--- src/rtl/dmem_ctrl.sv ---
// Data-memory controller: bridges CPU byte-addressed loads/stores onto a
// single-port 32-bit synchronous SRAM, with read-modify-write for sub-word stores.
module dmem_ctrl #(
  parameter int ADDR_W = 11
) (
  input  logic              clk,
  input  logic              reset,
  input  logic              dmem_ena,
  input  logic              dmem_wena,
  input  logic [31:0]       dmem_addr,
  input  logic [31:0]       dmem_in,
  input  logic [1:0]        d_ram_instr,
  output logic [31:0]       dmem_out,
  output logic              dmem_busy,
  output logic              dmem_adel,
  output logic              sram_ce,
  output logic              sram_we,
  output logic [ADDR_W-1:0] sram_addr,
  output logic [31:0]       sram_wdata,
  input  logic [31:0]       sram_rdata
);

  localparam logic [2:0] IDLE     = 3'd0;
  localparam logic [2:0] WR       = 3'd1;
  localparam logic [2:0] RD       = 3'd2;
  localparam logic [2:0] RD_WAIT  = 3'd3;
  localparam logic [2:0] RMW_RD   = 3'd4;
  localparam logic [2:0] RMW_WAIT = 3'd5;
  localparam logic [2:0] RMW_WR   = 3'd6;
  localparam logic [2:0] ERR      = 3'd7;

  localparam logic [1:0] SZ_HALF = 2'b01;
  localparam logic [1:0] SZ_BYTE = 2'b10;

  logic [2:0]        state;
  logic [ADDR_W+1:0] addr_q;
  logic [31:0]       data_q;
  logic [1:0]        size_q;
  logic              wena_q;
  logic [31:0]       merge_q;
  logic [31:0]       merged;
  logic [31:0]       byte_shift;
  logic [31:0]       half_shift;
  logic              misaligned;
  logic              addr_hi_unused;

  // Addresses wrap: bits above the SRAM word range are deliberately dropped.
  assign addr_hi_unused = ^dmem_addr[31:ADDR_W+2];

  assign misaligned = (d_ram_instr == SZ_HALF) ? dmem_addr[0] :
                      (d_ram_instr == SZ_BYTE) ? 1'b0 :
                      (dmem_addr[1:0] != 2'b00);

  assign byte_shift = sram_rdata >> {addr_q[1:0], 3'b000};
  assign half_shift = sram_rdata >> {addr_q[1], 4'b0000};

  always_comb begin
    merged = merge_q;
    case (size_q)
      SZ_BYTE: merged[{addr_q[1:0], 3'b000} +: 8]  = data_q[7:0];
      SZ_HALF: merged[{addr_q[1], 4'b0000} +: 16] = data_q[15:0];
      default: ;
    endcase
  end

  assign dmem_busy  = (state != IDLE);
  assign dmem_adel  = (state == ERR);
  assign sram_ce    = (state == WR) || (state == RD) || (state == RMW_RD) || (state == RMW_WR);
  assign sram_we    = wena_q && ((state == WR) || (state == RMW_WR));
  assign sram_addr  = addr_q[ADDR_W+1:2];
  assign sram_wdata = (state == RMW_WR) ? merged : data_q;

  always_ff @(posedge clk or negedge reset) begin
    if (!reset) begin
      state    <= IDLE;
      addr_q   <= '0;
      data_q   <= '0;
      size_q   <= '0;
      wena_q   <= 1'b0;
      merge_q  <= '0;
      dmem_out <= '0;
    end else begin
      case (state)
        IDLE: begin
          if (dmem_ena) begin
            addr_q <= dmem_addr[ADDR_W+1:0];
            data_q <= dmem_in;
            size_q <= d_ram_instr;
            wena_q <= dmem_wena;
            if (misaligned)
              state <= ERR;
            else if (!dmem_wena)
              state <= RD;
            else if ((d_ram_instr == SZ_HALF) || (d_ram_instr == SZ_BYTE))
              state <= RMW_RD;
            else
              state <= WR;
          end
        end
        RD:       state <= RD_WAIT;
        RD_WAIT: begin
          case (size_q)
            SZ_BYTE: dmem_out <= {24'h0, byte_shift[7:0]};
            SZ_HALF: dmem_out <= {16'h0, half_shift[15:0]};
            default: dmem_out <= sram_rdata;
          endcase
          state <= IDLE;
        end
        RMW_RD:   state <= RMW_WAIT;
        RMW_WAIT: begin
          merge_q <= sram_rdata;
          state   <= RMW_WR;
        end
        default:  state <= IDLE;
      endcase
    end
  end

endmodule

--- config.mk ---
export PLATFORM = sky130hd
export DESIGN_NAME = dmem_ctrl
export DESIGN_NICKNAME = d
export VERILOG_FILES = /design/src/rtl/dmem_ctrl.sv
export SDC_FILE = /design/constraint.sdc
export NUM_CORES = 1
export LEC_CHECK = 0
export ABC_AREA = 1
export ABC_CLOCK_PERIOD_IN_PS = 1600
export BUFFER_PORTS_ARGS = -buffer_cell sky130_fd_sc_hd__buf_2
export CAP_MARGIN = 30
export CORE_ASPECT_RATIO = 0.7
export CORE_MARGIN = 4
export CORE_UTILIZATION = 40
export CTS_CLUSTER_SIZE = 24
export DETAILED_ROUTE_END_ITERATION = 7
export PLACE_DENSITY = 0.66
export REMOVE_ABC_BUFFERS = 1
export SYNTH_ARGS = -nofsm -noshare
export SYNTH_HDL_FRONTEND = slang
export SYNTH_SLANG_ARGS = --single-unit
--- constraint.sdc ---
create_clock -name clk -period 1.6 [get_ports clk]
set_clock_uncertainty 0.2 [all_clocks]
set_input_delay 0 -clock clk [delete_from_list [all_inputs] [get_ports clk]]
set_output_delay 0 -clock clk [all_outputs]
set_load 0.05 [all_outputs]
==> impl_metrics.csv <==
group,metric,value,unit
cts,cts_tree,"built",
global_route,grt_overflow,0,
floorplan,initial_standard_cell_utilization_of_the_core,40.7,%
cts,clock_path_buffers,2,
timing,drv_slew,0,
worst_setup_path,worst_ep_required_time,1.40,ns
floorplan,floorplan.core_area,15500,µm²
cells_and_area,fillerInstances,1088,
worst_setup_path,crit_path_top_delay_cell,"dfrtp_1",
yosys,postSynthAreaPerCell,8.51,µm²
yosys,ys_types,33,
cells_and_area,drive_above_1_share,49.7,%
cells_and_area,final_cell_area,11200,µm²
timing,timing.final.setup_violations,151,
worst_setup_path,timing.critical_path.from_type,"flop",
yosys,synth_area,6310,µm²
floorplan,chipWidth,158,µm
worst_setup_path,timing_worst_setup_path_type,"reg -> out",
placed_design,gp_routability_congestion,0.871,
floorplan,io_pins,181,
global_route,antenna_violations_before_repair,0,
cells_and_area,final_nets,1182,
cts,root_buffer_cell,"clkbuf_16",
timing,slew_headroom,67.3,%
cells_and_area,fin_util,72.3,%
power,total_power_divided_by_cell_area,2630,nW/µm²
cells_and_area,flow.area_growth_from_synthesis,77.6,%
timing,layout_worst_path_cycle_share,149,%
floorplan,die_area,17900,µm²
cells_and_area,antenna_cells_inserted,0,
power,fin_total_pwr,29.5,mW
flow_run,max_cap_violations,0,
timing,layout_setup_ws,-0.778,ns
routing,post_drt_wl_per_cell,20.4,µm
cts,clkLatencyLatePin,0.41,ns
placed_design,placedCellCount,1125,
floorplan,die-height,113,µm
timing,timing_hold_violations_final,7,
timing,hold_ws,-0.00975,ns
worst_hold_path,hold_class,"in -> async",
worst_setup_path,worst_path_dominant_cell_family,"buffers and inverters",
worst_setup_path,timing.critical_path.fanout_max,8,
placed_design,hpwlAfterDp,14400,µm
routing,final_antenna_net_count,0,
cts,cts-buffers-inserted,17,
placed_design,portBuffers,161,
cells_and_area,instances_no_fill,1284,
cts,cts.clk_slew.worst_paths,0.05,ns
worst_setup_path,cp-end-kind,"output pin",
yosys,yosys_warnings,0,
routing,firstDrtPassIters,5,
cells_and_area,mostFrequentLayoutCells,"174 x nand2_1, 124 x buf_2, 113 x dfrtp_1",
timing,max_freq,420,MHz
global_route,largest_net_degree_at_the_start_of_global_routing,78,
yosys,synth-seq-cells,115,
timing,rsz0062_at_grt,"true",
worst_setup_path,max_stage_delay,0.39,ns
cts,cts-htree-levels,4,
cells_and_area,commonest_non_fill_non_tap_cell_in_the_layout,"nand2_1",
routing,post-route-drc-count,0,
floorplan,num_rows,38,
power,highest_ir_drop_seen_on_vdd,1920,µV
routing,drtIter0Drc,627,
timing,worst-slew-pin-transition,0.490,ns
status,violations,"negative hold slack, negative setup slack",
power,power.static_leakage,5.41,nW
timing,fin_crit,2.38,ns
routing,routed_via_density,5.31,
yosys,share_of_the_yosys_chip_area_belonging_to_registers,45.6,%
global_route,global_route.usage.total,25.7,%
status,run_status,"complete, but fails checks",
routing,routed_wl,26200,µm
cts,cts.sinks,115,
global_route,grt_pass1_vias,6716,
routing,routed-via-count,6824,
worst_setup_path,worst-endpoint-arrival,2.18,ns
yosys,synthCells,742,
worst_setup_path,path_cells,"inv_2 > ha_4 > buf_4 > nor2_4 > nand3_2 > o21ai_2 > buf_6 > nand2_2 > o21ai_4 > buf_8",
worst_setup_path,critical_path_depth,10,
placed_design,place_area,7680,µm²
worst_setup_path,critPathBufInv,4,
worst_setup_path,worstRegToRegCells,11,
global_route,grt_pass1_wl,35600,µm
==> state kept, by name, indices dropped and copies added, names as in the netlist <==
name / cells
data_q: 32
addr_q: 13
size_q: 2
wena_q: 1
dmem_out: 32
merge_q: 32
state: 3
==> Yosys cell counts <==
| cell | n | area share (%) |
|---|---|---|
| nand2_1 | 226 | 13 |
| dfrtp_1 | 115 | 46 |
| o21ai_0 | 79 | 6.3 |
| inv_1 | 44 | 2.6 |
| mux2_4 | 40 | 9.5 |
| nor2_1 | 36 | 2.1 |
| a21oi_1 | 24 | 1.9 |
| o21ai_1 | 22 | 1.7 |
| nand3_1 | 20 | 1.6 |
| a21boi_1 | 16 | 1.9 |
| buf_2 | 16 | 1.3 |
| o31ai_1 | 16 | 1.9 |
| buf_4 | 12 | 1.4 |
| clkbuf_1 | 11 | 0.65 |
| inv_2 | 11 | 0.65 |
| ha_1 | 9 | 1.8 |
| or2_1 | 7 | 0.69 |
| or2_0 | 6 | 0.59 |
| buf_6 | 5 | 0.89 |
| nand4_1 | 5 | 0.50 |
| mux2_2 | 4 | 0.71 |
| mux2_1 | 3 | 0.54 |
| or2_2 | 3 | 0.30 |
| nand2_2 | 2 | 0.20 |
| nor2_2 | 2 | 0.20 |
| a31oi_1 | 1 | 0.099 |
| buf_1 | 1 | 0.059 |
| clkinv_1 | 1 | 0.059 |
| nand2_4 | 1 | 0.18 |
| nor3_1 | 1 | 0.079 |
| nor3_4 | 1 | 0.26 |
| o211a_1 | 1 | 0.16 |
| o22ai_1 | 1 | 0.099 |
==> cell type report <==
class,instances,area (µm²),share of cell area (%)
clock buffers,22,464,4.14
clock inverters,10,179,1.60
inverters,56,248,2.21
multi-input cells,527,4000,35.7
flip-flops and latches,115,2880,25.7
well taps,200,250,2.23
repair buffers,354,3190,28.4
==> where the power goes <==
part	total [mW]	switching, mW	internal [mW]
Clock	4.23	1.39	2.84
Combinational	19.6	11.7	7.91
Sequential	5.63	1.24	4.39
Total	29.5	14.3	15.1
==> metrics by stage <==
stage          TNS [ns]  setup slack (ns)  hold WS (ns)
6_report         -61.44            -0.778      -0.00975
2_1_floorplan    -77.21            -0.993        -0.496
3_3_place_gp     -17.18            -0.544        -0.131
4_1_cts          -36.29            -0.644       0.00537
3_5_place_dp     -18.46            -0.571        -0.136
5_1_grt          -69.11            -0.857        0.0401
==> worst reg2reg max path, delay by kind of cell, from the launching register on <==
family                 cells  cell delay, ns
buffers and inverters      7            0.82
and+or+nand+nor            3            0.29
DFF                        1            0.41
muxes                      1            0.30
==> kinds of logic (layout without fill, tap and decap cells) <==
| group | after synthesis | count (layout) | share of synthesized area, % |
|---|---|---|---|
| and+or+nand+nor | 310 | 311 | 20.2 |
| muxes | 47 | 47 | 10.8 |
| adders and majority gates | 9 | 9 | 1.78 |
| AOI/OAI and AO/OA | 160 | 160 | 14.1 |
| buffers and inverters | 101 | 442 | 7.63 |
| DFF | 115 | 115 | 45.6 |
==> layer usage <==
layer | GRT usage [%] | vias to the layer above | routed length [µm]
li1 | - | 3105 | -
met1 | 35.4 | 3350 | 10900
met2 | 40.8 | 328 | 12600
met3 | 6.04 | 41 | 2120
met4 | 6.88 | 0 | 531
met5 | 0 | - | 0
==> repair_timing <==
action,CTS,global route
cloned,6,7
setup buffers,20,24
endpoints found under the hold margin,230,0
pin swaps,42,28
hold buffers,83,0
gates resized for setup,269,182
setup endpoints to repair,122,119
==> path summary, 6_finish.rpt <==
| kind | from | end | slack [ns] |
|---|---|---|---|
| hold reg to reg | merge_q[3]$_DFFE_PN0P_ | merge_q[3]$_DFFE_PN0P_ | 0.29 |
| hold / removal | reset | dmem_out[28]$_DFFE_PN0N_ | -0.01 |
| setup / recovery | addr_q[0]$_DFFE_PN0P_ | sram_wdata[5] | -0.78 |
| min in group clk | dmem_addr[8] | addr_q[8]$_DFFE_PN0P_ | 0.15 |
| max in group asynchronous | reset | size_q[1]$_DFFE_PN0P_ | 0.25 |
| setup reg to reg | state[0]$_DFFE_PN0P_ | data_q[15]$_DFFE_PN0P_ | -0.55 |
(Power assumes the default switching activity.)
